==> config.mk <==
export PLATFORM = sky130hd
export DESIGN_NAME = kid_motion_flat
export DESIGN_NICKNAME = d
export VERILOG_FILES = /design/src/rtl/kid_motion_if.sv /design/src/rtl/kid_motion.sv /design/src/flat_wrapper.sv
export SDC_FILE = /design/constraint.sdc
export NUM_CORES = 1
export LEC_CHECK = 0
export ABC_AREA = 1
export BUFFER_PORTS_ARGS = -buffer_cell sky130_fd_sc_hd__buf_2
export CORE_ASPECT_RATIO = 1.1
export CORE_MARGIN = 4
export CORE_UTILIZATION = 46
export CTS_CLUSTER_DIAMETER = 40
export DETAILED_ROUTE_END_ITERATION = 8
export GPL_TIMING_DRIVEN = 0
export PLACE_DENSITY_LB_ADDON = 0.1
export SLEW_MARGIN = 20
export SYNTH_ARGS = -nofsm -noshare
export SYNTH_HDL_FRONTEND = slang
export SYNTH_SLANG_ARGS = --single-unit
export TNS_END_PERCENT = 10
==> constraint.sdc <==
create_clock -name clk -period 4.7 [get_ports clk]
set_input_delay 0.705 -clock clk [delete_from_list [all_inputs] [get_ports clk]]
set_output_delay 0.705 -clock clk [all_outputs]
set_load 0.005 [all_outputs]
==> src/rtl/kid_motion_if.sv <==
// kid_motion_if: bundles the per-frame control inputs and the kid state outputs.
//   tick        - one-cycle frame update strobe
//   keys        - [0]=left [1]=right [2]=jump [3]=respawn, active-high levels
//   is_collide  - [0]=top blocked [1]=floor under feet [2]=left blocked [3]=right blocked
//   direction   - 1=facing right, 0=facing left
//   action      - 00 idle, 01 run, 10 jump (rising), 11 fall
//   pos_x/pos_y - sprite top-left corner
// master: the game/frame logic side. slave: the kid_motion block.
interface kid_motion_if;
  logic       tick;
  logic [3:0] keys;
  logic [3:0] is_collide;
  logic       direction;
  logic [1:0] action;
  logic [9:0] pos_x;
  logic [9:0] pos_y;

  modport master (
    output tick, keys, is_collide,
    input  direction, action, pos_x, pos_y
  );

  modport slave (
    input  tick, keys, is_collide,
    output direction, action, pos_x, pos_y
  );
endinterface

==> src/rtl/kid_motion.sv <==
// kid_motion: per-frame kid state (position, facing, action) from keys and
// collision flags. Walking, variable-height jump, one mid-air double jump,
// gravity with terminal velocity, respawn. State advances only on tick.
// Ports:
//   clk  - system clock
//   rst  - synchronous reset, active-low
//   bus  - kid_motion_if.slave (tick, keys, is_collide in; direction,
//          action, pos_x, pos_y out, all registered)
module kid_motion #(
  parameter int SPAWN_X  = 40,
  parameter int SPAWN_Y  = 400,
  parameter int SPEED    = 3,
  parameter int JUMP_V   = 8,
  parameter int DJUMP_V  = 7,
  parameter int MAX_FALL = 9,
  parameter int SCREEN_W = 640,
  parameter int SCREEN_H = 480,
  parameter int KID_W    = 31,
  parameter int KID_H    = 23
) (
  input  logic        clk,
  input  logic        rst,
  kid_motion_if.slave bus
);
  // action output is the state encoding
  localparam logic [1:0] ST_IDLE = 2'b00;
  localparam logic [1:0] ST_RUN  = 2'b01;
  localparam logic [1:0] ST_JUMP = 2'b10;
  localparam logic [1:0] ST_FALL = 2'b11;

  localparam logic signed [10:0] X_MAX    = 11'(SCREEN_W - KID_W);
  localparam logic signed [10:0] Y_MAX    = 11'(SCREEN_H - KID_H);
  localparam logic signed [10:0] STEP     = 11'(SPEED);
  localparam logic signed [5:0]  VY_JUMP  = 6'(-JUMP_V);
  localparam logic signed [5:0]  VY_DJUMP = 6'(-DJUMP_V);
  localparam logic signed [5:0]  VY_MAXF  = 6'(MAX_FALL);
  localparam logic signed [5:0]  VY_ONE   = 6'sd1;
  localparam logic signed [5:0]  VY_NEG1  = -6'sd1;
  localparam logic [9:0]         SPAWN_X10 = 10'(SPAWN_X);
  localparam logic [9:0]         SPAWN_Y10 = 10'(SPAWN_Y);

  logic [1:0]        state_q, state_d;
  logic signed [5:0] vy_q, vy_d;
  logic              djump_q, djump_d;
  logic              jump_prev_q, jump_prev_d;
  logic              dir_q, dir_d;
  logic [9:0]        pos_x_q, pos_x_d;
  logic [9:0]        pos_y_q, pos_y_d;

  logic              k_left, k_right, k_jump, k_respawn;
  logic              c_top, c_floor, c_left, c_right;
  logic              jump_edge, jump_rel;
  logic [1:0]        walk_state;
  logic signed [5:0] vy_mag;
  logic signed [10:0] x_sum, y_sum;
  logic              vy_pos, vy_neg;

  assign {k_respawn, k_jump, k_right, k_left} = bus.keys;
  assign {c_right, c_left, c_floor, c_top}    = bus.is_collide;
  assign jump_edge  = k_jump & ~jump_prev_q;
  assign jump_rel   = ~k_jump & jump_prev_q;
  assign walk_state = (k_left ^ k_right) ? ST_RUN : ST_IDLE;

  always_comb begin
    state_d     = state_q;
    vy_d        = vy_q;
    djump_d     = djump_q;
    jump_prev_d = jump_prev_q;
    dir_d       = dir_q;
    pos_x_d     = pos_x_q;
    pos_y_d     = pos_y_q;
    vy_mag      = '0;
    x_sum       = $signed({1'b0, pos_x_q});
    y_sum       = $signed({1'b0, pos_y_q});
    vy_pos      = 1'b0;
    vy_neg      = 1'b0;

    if (bus.tick) begin
      jump_prev_d = k_jump;
      if (k_respawn) begin
        state_d = ST_IDLE;
        vy_d    = '0;
        djump_d = 1'b0;
        dir_d   = 1'b1;
        pos_x_d = SPAWN_X10;
        pos_y_d = SPAWN_Y10;
      end else begin
        // horizontal
        if (k_left && !k_right) begin
          dir_d = 1'b0;
          if (!c_left) x_sum = x_sum - STEP;
        end else if (k_right && !k_left) begin
          dir_d = 1'b1;
          if (!c_right) x_sum = x_sum + STEP;
        end
        if (x_sum[10])         pos_x_d = '0;
        else if (x_sum > X_MAX) pos_x_d = X_MAX[9:0];
        else                   pos_x_d = x_sum[9:0];

        // vertical state machine
        case (state_q)
          ST_IDLE, ST_RUN: begin
            if (jump_edge) begin
              state_d = ST_JUMP;
              vy_d    = VY_JUMP;
              djump_d = 1'b1;
            end else if (!c_floor) begin
              state_d = ST_FALL;
              vy_d    = VY_ONE;
              djump_d = 1'b1;
            end else begin
              state_d = walk_state;
              vy_d    = '0;
            end
          end
          ST_JUMP: begin
            if (c_top) begin
              state_d = ST_FALL;
              vy_d    = '0;
            end else begin
              if (jump_edge && djump_q) begin
                vy_d    = VY_DJUMP;
                djump_d = 1'b0;
              end else if (jump_rel && (vy_q < VY_NEG1)) begin
                // early release: halve upward speed toward zero, skip gravity
                vy_mag = -vy_q;
                vy_d   = -(vy_mag >>> 1);
              end else begin
                vy_d = vy_q + VY_ONE;
              end
              if (!vy_d[5]) state_d = ST_FALL;
            end
          end
          ST_FALL: begin
            if (c_floor) begin
              state_d = walk_state;
              vy_d    = '0;
            end else if (jump_edge && djump_q) begin
              state_d = ST_JUMP;
              vy_d    = VY_DJUMP;
              djump_d = 1'b0;
            end else if (vy_q >= VY_MAXF) begin
              vy_d = VY_MAXF;
            end else begin
              vy_d = vy_q + VY_ONE;
            end
          end
        endcase

        // vertical position, blocked against the surface being moved into
        vy_pos = !vy_d[5] && (vy_d != '0);
        vy_neg = vy_d[5];
        if (!((vy_pos && c_floor) || (vy_neg && c_top)))
          y_sum = y_sum + {{5{vy_d[5]}}, vy_d};
        if (y_sum[10]) begin
          pos_y_d = '0;
        end else if (y_sum >= Y_MAX) begin
          pos_y_d = Y_MAX[9:0];
          // bottom edge of the playfield acts as a floor
          if (vy_pos) begin
            vy_d    = '0;
            state_d = walk_state;
          end
        end else begin
          pos_y_d = y_sum[9:0];
        end
      end
    end
  end

  always_ff @(posedge clk) begin
    if (!rst) begin
      state_q     <= ST_IDLE;
      vy_q        <= '0;
      djump_q     <= 1'b0;
      jump_prev_q <= 1'b0;
      dir_q       <= 1'b1;
      pos_x_q     <= SPAWN_X10;
      pos_y_q     <= SPAWN_Y10;
    end else begin
      state_q     <= state_d;
      vy_q        <= vy_d;
      djump_q     <= djump_d;
      jump_prev_q <= jump_prev_d;
      dir_q       <= dir_d;
      pos_x_q     <= pos_x_d;
      pos_y_q     <= pos_y_d;
    end
  end

  assign bus.direction = dir_q;
  assign bus.action    = state_q;
  assign bus.pos_x     = pos_x_q;
  assign bus.pos_y     = pos_y_q;
endmodule

==> src/flat_wrapper.sv <==
// flat-port wrapper written by rule: the top's interface ports become plain ports
module kid_motion_flat 
#(
  parameter int SPAWN_X  = 40,
  parameter int SPAWN_Y  = 400,
  parameter int SPEED    = 3,
  parameter int JUMP_V   = 8,
  parameter int DJUMP_V  = 7,
  parameter int MAX_FALL = 9,
  parameter int SCREEN_W = 640,
  parameter int SCREEN_H = 480,
  parameter int KID_W    = 31,
  parameter int KID_H    = 23
)
  (clk, rst, bus_tick, bus_keys, bus_is_collide, bus_direction, bus_action, bus_pos_x, bus_pos_y);
  kid_motion_if bus_i ();
  input  logic clk;
  input  logic rst;
  input wire logic [$bits(bus_i.tick)-1:0] bus_tick;
  input wire logic [$bits(bus_i.keys)-1:0] bus_keys;
  input wire logic [$bits(bus_i.is_collide)-1:0] bus_is_collide;
  output wire logic [$bits(bus_i.direction)-1:0] bus_direction;
  output wire logic [$bits(bus_i.action)-1:0] bus_action;
  output wire logic [$bits(bus_i.pos_x)-1:0] bus_pos_x;
  output wire logic [$bits(bus_i.pos_y)-1:0] bus_pos_y;
  assign bus_i.tick = bus_tick;
  assign bus_i.keys = bus_keys;
  assign bus_i.is_collide = bus_is_collide;
  assign bus_direction = bus_i.direction;
  assign bus_action = bus_i.action;
  assign bus_pos_x = bus_i.pos_x;
  assign bus_pos_y = bus_i.pos_y;
  kid_motion #(.SPAWN_X(SPAWN_X), .SPAWN_Y(SPAWN_Y), .SPEED(SPEED), .JUMP_V(JUMP_V), .DJUMP_V(DJUMP_V), .MAX_FALL(MAX_FALL), .SCREEN_W(SCREEN_W), .SCREEN_H(SCREEN_H), .KID_W(KID_W), .KID_H(KID_H)) u_core (.clk(clk), .rst(rst), .bus(bus_i));
endmodule
==> results of run 1 <==
## logic make-up after synthesis
logic type,count (synthesis),share of synthesized area
AND/OR/NAND/NOR,269,0.4222
buffers and inverters,77,0.1020
AO/OA/AOI/OAI,72,0.1423
flip-flops,31,0.2057
adder cells (fa/ha/maj),19,0.08130
XOR/XNOR,16,0.04645
## Yosys cell counts (all sizes together)
master,n,area share
nand2,141,0.20
inv,69,0.086
nor2,59,0.085
nand3,47,0.090
dfxtp,31,0.21
a21oi,25,0.043
o21ai,23,0.042
ha,18,0.075
xor2,12,0.035
nand4,11,0.023
o22ai,9,0.019
o211ai,5,0.012
or2,5,0.010
nor3,4,0.0066
xnor2,4,0.012
buf,3,0.010
clkbuf,3,0.0037
clkinv,2,0.0025
a211oi,1,0.0025
a21o,1,0.0025
a22oi,1,0.0025
a31oi,1,0.0021
a32o,1,0.0033
and3,1,0.0021
fa,1,0.0066
nand3b,1,0.0025
o2111ai,1,0.0029
o21a,1,0.0025
o221ai,1,0.0029
o31ai,1,0.0025
o32ai,1,0.0029
## sequential cells by signal (all words and copies together) (netlist names)
register              flops
u_core.jump_prev_q        1
u_core.bus.direction      1
u_core.vy_q               6
u_core.bus.action         2
u_core.djump_q            1
u_core.bus.pos_y         10
u_core.bus.pos_x         10
## worst max-delay path: stages (launching register included)
cell and delay, ns:
dfxtp_1 0.46, inv_2 0.12, ha_1 0.26, inv_1 0.09
nand2_1 0.07, nand2_1 0.07, ha_1 0.19, inv_1 0.06
nor2_1 0.09, nand3_1 0.07, nand3_1 0.09, nand2_1 0.06
nand2_1 0.09, inv_1 0.08, ha_1 0.36, inv_1 0.09
nor3_1 0.18, nand2_1 0.07, o211ai_1 0.13, nand2_1 0.08
nand2_1 0.06, a21oi_1 0.10, or2_2 0.31, nand4_1 0.19
nand2_1 0.15, nor2_1 0.22, nand2_1 0.10, o21ai_0 0.07
## per-layer routing
metal / part of all wire / GRT usage
met5: 0 / 0
met4: 0.016 / 0.07256
met3: 0.048 / 0.02936
met2: 0.47 / 0.3504
met1: 0.46 / 0.2752
## layout by cell type (no fill, tap or decap), types with 2 or more instances in the layout
cell type / synthesis / routed
nor2_1: 51 / 51
clkbuf_1: 3 / 3
clkinv_1: 2 / 2
o21ai_0: 13 / 13
o21ai_1: 7 / 7
nand3_1: 43 / 43
nand3_4: 2 / 2
nand4_1: 11 / 11
buf_4: 1 / 5
xor2_1: 12 / 12
nand2_1: 125 / 125
o21ai_2: 3 / 3
nor3_1: 4 / 4
a21oi_1: 24 / 24
nor2_4: 3 / 3
o211ai_1: 5 / 5
buf_2: 0 / 33
inv_2: 7 / 7
nand3_2: 2 / 2
o22ai_1: 9 / 9
nand2_2: 9 / 9
clkbuf_8: 0 / 7
buf_6: 2 / 2
ha_1: 18 / 18
dfxtp_1: 31 / 31
nand2_4: 6 / 6
nor2_2: 5 / 5
inv_1: 62 / 62
or2_2: 5 / 5
xnor2_1: 4 / 4
## repair_timing
item | 4_1_cts | 5_1_grt
hold buffers | 0 | 0
setup buffers | 0 | 4
endpoints found under the hold margin | 0 | 0
gates resized for setup | 0 | 0
endpoints found under the setup margin | 0 | 3
## path summary, 6_finish.rpt
kind,startpoint,to,cells past startpoint
setup / recovery,u_core.vy_q[0],u_core.bus.pos_y[0],27
hold / removal,u_core.bus.pos_y[9],u_core.bus.pos_y[9],2
setup reg to reg,u_core.vy_q[0],u_core.bus.pos_y[0],27
hold reg to reg,u_core.bus.pos_y[9],u_core.bus.pos_y[9],2
## stage by stage
stage	hold WS (ns)	instance area (sq um)
finish	0.4775	3416
floorplan	0.4550	3017
global placement	0.4592	3282
global route	0.5045	3416
CTS	0.4779	3386
detailed placement	0.4655	3282
## power breakdown
part	total [W]	switching [W]	internal, W	leakage (nW)
Sequential	0.000292	0.0000158	0.000276	0.252
Clock	0.000242	0.000109	0.000133	0.0505
Combinational	0.000388	0.000241	0.000147	1.44
## area by class of cell
| class | instances | area share |
|---|---|---|
| sequential | 31 | 0.1817 |
| inverter | 71 | 0.07802 |
| multi-input combinational | 376 | 0.6114 |
| clock buffer | 7 | 0.02821 |
| timing repair buffer | 37 | 0.05714 |
| clock inverter | 1 | 0.002198 |
| tap | 80 | 0.02930 |
| buffer | 6 | 0.01209 |
==> impl_metrics.yaml, run 1 <==
setup_path:
  critPathKind: "flop to flop"
  worstPathRequired_ns: 4.91
  crit_path_start_kind: "flop"
  arrival_ns: 4.22
  cp-end-kind: "flop"
  critPathMaxFanout: 7
  reg2reg_slack_ns: 0.69
detailed_routing:
  wirelength_um: 7946
  vias: 3154
  drt_pass1_iterations: 4
  final_antenna_net_count: 0
  wire_per_inst_um: 13.05
  routed_via_density: 5.179
  drc: 0
  drt-initial-drc-count: 259
global_routing:
  grt_pass1_vias: 2930
  antenna_found_initial: 0
  track_usage: 0.2101
  grt_max_degree: 11
  overflow: 0
  grt_pass1_wl_um: 13530
timing:
  final.setup.worst_slack_ns: 0.6895
  fin_crit_sh: 0.8533
  worst_pin_slew_ns: 0.5458
  fin_skew_ns: 0.003370
  slew_headroom: 0.6361
  fin_tns_setup_ns: 0
  rsz0062_at_grt: "no"
  period_needed_ns: 4.010
  finalHoldViolCount: 0
  fmax_mhz: 249.3
  report.final.slew_viol_count: 0
  setup_viol: 0
cts:
  cts_tree: "yes"
  clk_pin_slew_ns: 0.07
  cts-buffers-inserted: 5
  clock_latency_ns: 0.29
  cts_buffer_depth: 2
  cts_root_buffer: "clkbuf_8"
  cts_sinks: 31
  h-tree-depth: 2
run:
  max_cap_violations: 0
die:
  die_x_um: 85.21
  fp.dieH_um: 92.94
  num_rows: 30
  start_util: 0.4812
  coreArea_sq_um: 6269
  ios: 34
  dieArea_sq_um: 7919
power:
  total_power_w: 0.0009217
  ir_worst_vdd_mv: 0.1316
  powerDensity_nw_per_um2: 269.8
  p_leak_nw: 1.746
synthesis:
  yosys_register_bits: 31
  syn_area_per_cell_sq_um: 6.233
  yosysSeqAreaShare: 0.2057
  syn_nets: 514
  syn_area_sq_um: 3017
  syn_inst: 484
  synth_cell_types: 43
  synth_warnings: 0
layout:
  multi_input_area_sq_um: 2088
  synthToLayoutAreaGrowth_pct: 13.23
  antenna_cells: 0
  final_layout_size_suffix_gt1_frac: 0.1739
  seqCellArea_sq_um: 620.6
  post-route-util: 0.5449
  final_cells: 609
  fillers: 629
  nNetsFinal: 558
hold_path:
  min_path_type: "flop to flop"
place:
  hpwl_um: 6455
  pre_cts_ws_ns: 0.4920
  placed_cells: 597
  place_congestion: 0.8825
  numPortBuffers: 33
run_status:
  status: "finished clean"
(Power assumes the default switching activity.)
==> run 2, diff against run 1 <==
--- a/config.mk
+++ b/config.mk
@@ -13,7 +13,9 @@
 export CTS_CLUSTER_DIAMETER = 40
 export DETAILED_ROUTE_END_ITERATION = 8
 export GPL_TIMING_DRIVEN = 0
+export MAX_ROUTING_LAYER = met4
 export PLACE_DENSITY_LB_ADDON = 0.1
+export RECOVER_POWER = 100
 export SLEW_MARGIN = 20
 export SYNTH_ARGS = -nofsm -noshare
 export SYNTH_HDL_FRONTEND = slang
==> impl_metrics.yaml, run 2 (synthesized netlist as in run 1, its figures left out) <==
setup_path:
  cp-end-kind: "flop"
  critPathKind: "flop to flop"
  crit_path_start_kind: "flop"
  critPathMaxFanout: 7
  arrival_ns: 4.22
  worstPathRequired_ns: 4.90
detailed_routing:
  drt_pass1_iterations: 5
  wire_per_inst_um: 13.41
  routed_via_density: 5.326
  vias: 3233
  wirelength_um: 8139
  drc: 0
  drt-initial-drc-count: 244
  final_antenna_net_count: 0
layout:
  synthToLayoutAreaGrowth_pct: 11.70
  nNetsFinal: 556
  final_layout_size_suffix_gt1_frac: 0.1309
  antenna_cells: 0
  final_common_cell: "nand2_1"
  mostFrequentLayoutCells: "127 x nand2_1, 65 x inv_1, 52 x nor2_1"
cts:
  cts_tree: "yes"
  cts_root_buffer: "clkbuf_8"
  clock_latency_ns: 0.28
  cts_buffer_depth: 2
  cts-buffers-inserted: 5
  cts_sinks: 31
  clk_pin_slew_ns: 0.07
  h-tree-depth: 2
global_routing:
  grt_pass1_vias: 2958
  grt_pass1_wl_um: 13720
  grt_max_degree: 11
  antenna_found_initial: 0
  track_usage: 0.2178
  overflow: 0
die:
  ios: 34
  fp.dieH_um: 92.94
  die_x_um: 85.21
  start_util: 0.4812
  num_rows: 30
  dieArea_sq_um: 7919
  coreArea_sq_um: 6269
timing:
  setup_viol: 0
  period_needed_ns: 4.021
  rsz0062_at_grt: "no"
  final.setup.worst_slack_ns: 0.6795
  fmax_mhz: 248.7
  worst_pin_slew_ns: 0.5889
  fin_tns_setup_ns: 0
  fin_crit_sh: 0.8554
  report.final.slew_viol_count: 0
  slew_headroom: 0.6074
  fin_skew_ns: 0.007305
  finalHoldViolCount: 0
run:
  max_cap_violations: 0
place:
  hpwl_um: 6532
  pre_cts_ws_ns: 0.5304
  place_congestion: 0.9145
  numPortBuffers: 33
power:
  p_leak_nw: 1.683
  powerDensity_nw_per_um2: 270.0
  ir_worst_vdd_mv: 0.1861
run_status:
  status: "finished clean"
hold_path:
  min_path_type: "flop to flop"
-- run 2: cell count changes in the layout (fill, tap and decap cells not counted), sizes merged --
cell,delta
buf,-17
clkbuf,+15
-- run 2: power by group --
| part | switching, W | internal, W |
|---|---|---|
| Clock | 0.000109 | 0.000133 |
| Combinational | 0.000238 | 0.000138 |
| Sequential | 0.0000158 | 0.000276 |
-- run 2: layer usage --
metal,GRT usage,routed length [um]
met1,0.2901,3858
met2,0.3530,3814
met3,0.02491,393
met4,0.05145,72
met5,-,0
-- run 2: repair_timing --
action	4_1_cts	5_1_grt
resized for setup	0	0
setup buffers	0	2
hold buffers	0	0
hold endpoints to repair	0	0
setup endpoints to repair	0	2
-- run 2: path summary, 6_finish.rpt --
kind                       startpoint                  end  slack (ns)  depth (start not counted)
setup reg to reg       u_core.vy_q[0]  u_core.bus.pos_y[2]        0.68                         25
setup / recovery       u_core.vy_q[0]  u_core.bus.pos_y[2]        0.68                         25
hold reg to reg   u_core.bus.pos_y[9]  u_core.bus.pos_y[9]        0.48                          2
hold / removal    u_core.bus.pos_y[9]  u_core.bus.pos_y[9]        0.48                          2
-- run 2: area by class of cell --
type	instances	area (sq um)
flip-flops and latches	31	620.6
multi-input cells	376	2076
repair buffers	35	161.4
clock buffers	7	96.34
clock inverters	1	7.507
fillers	644	2899
plain buffers	6	41.29
well taps	80	100.1
inverters	71	266.5
-- run 2: critical path: stages, from the launching register on --
cell and delay (ns):
dfxtp_1 0.44, inv_1 0.18, ha_1 0.40, inv_1 0.10
ha_1 0.18, inv_1 0.06, nor2_1 0.10, nand3_1 0.07
nand3_1 0.10, nand2_1 0.07, nand2_1 0.09, inv_1 0.08
ha_1 0.37, inv_1 0.09, nor3_1 0.18, nand2_1 0.07
o211ai_1 0.12, nand2_1 0.09, nand2_1 0.08, a21oi_1 0.11
or2_2 0.31, nand4_1 0.16, nand2_1 0.10, nor2_1 0.22
nand2_1 0.09, o21ai_1 0.09
-- run 2: through the flow --
step	hold slack (ns)	area [sq um]	total power (W)	utilization	std cells
6_report	0.4782	3369	0.0009099	0.5375	607
5_1_grt	0.5054	3369	0.0009780	0.5375	607
4_1_cts	0.4823	3386	0.0009174	0.5401	605
3_5_place_dp	0.4704	3282	0.0006724	0.5236	597
3_3_place_gp	0.4587	3282	0.0006674	0.5236	597
2_1_floorplan	0.4550	3017	0.0005912	-	484
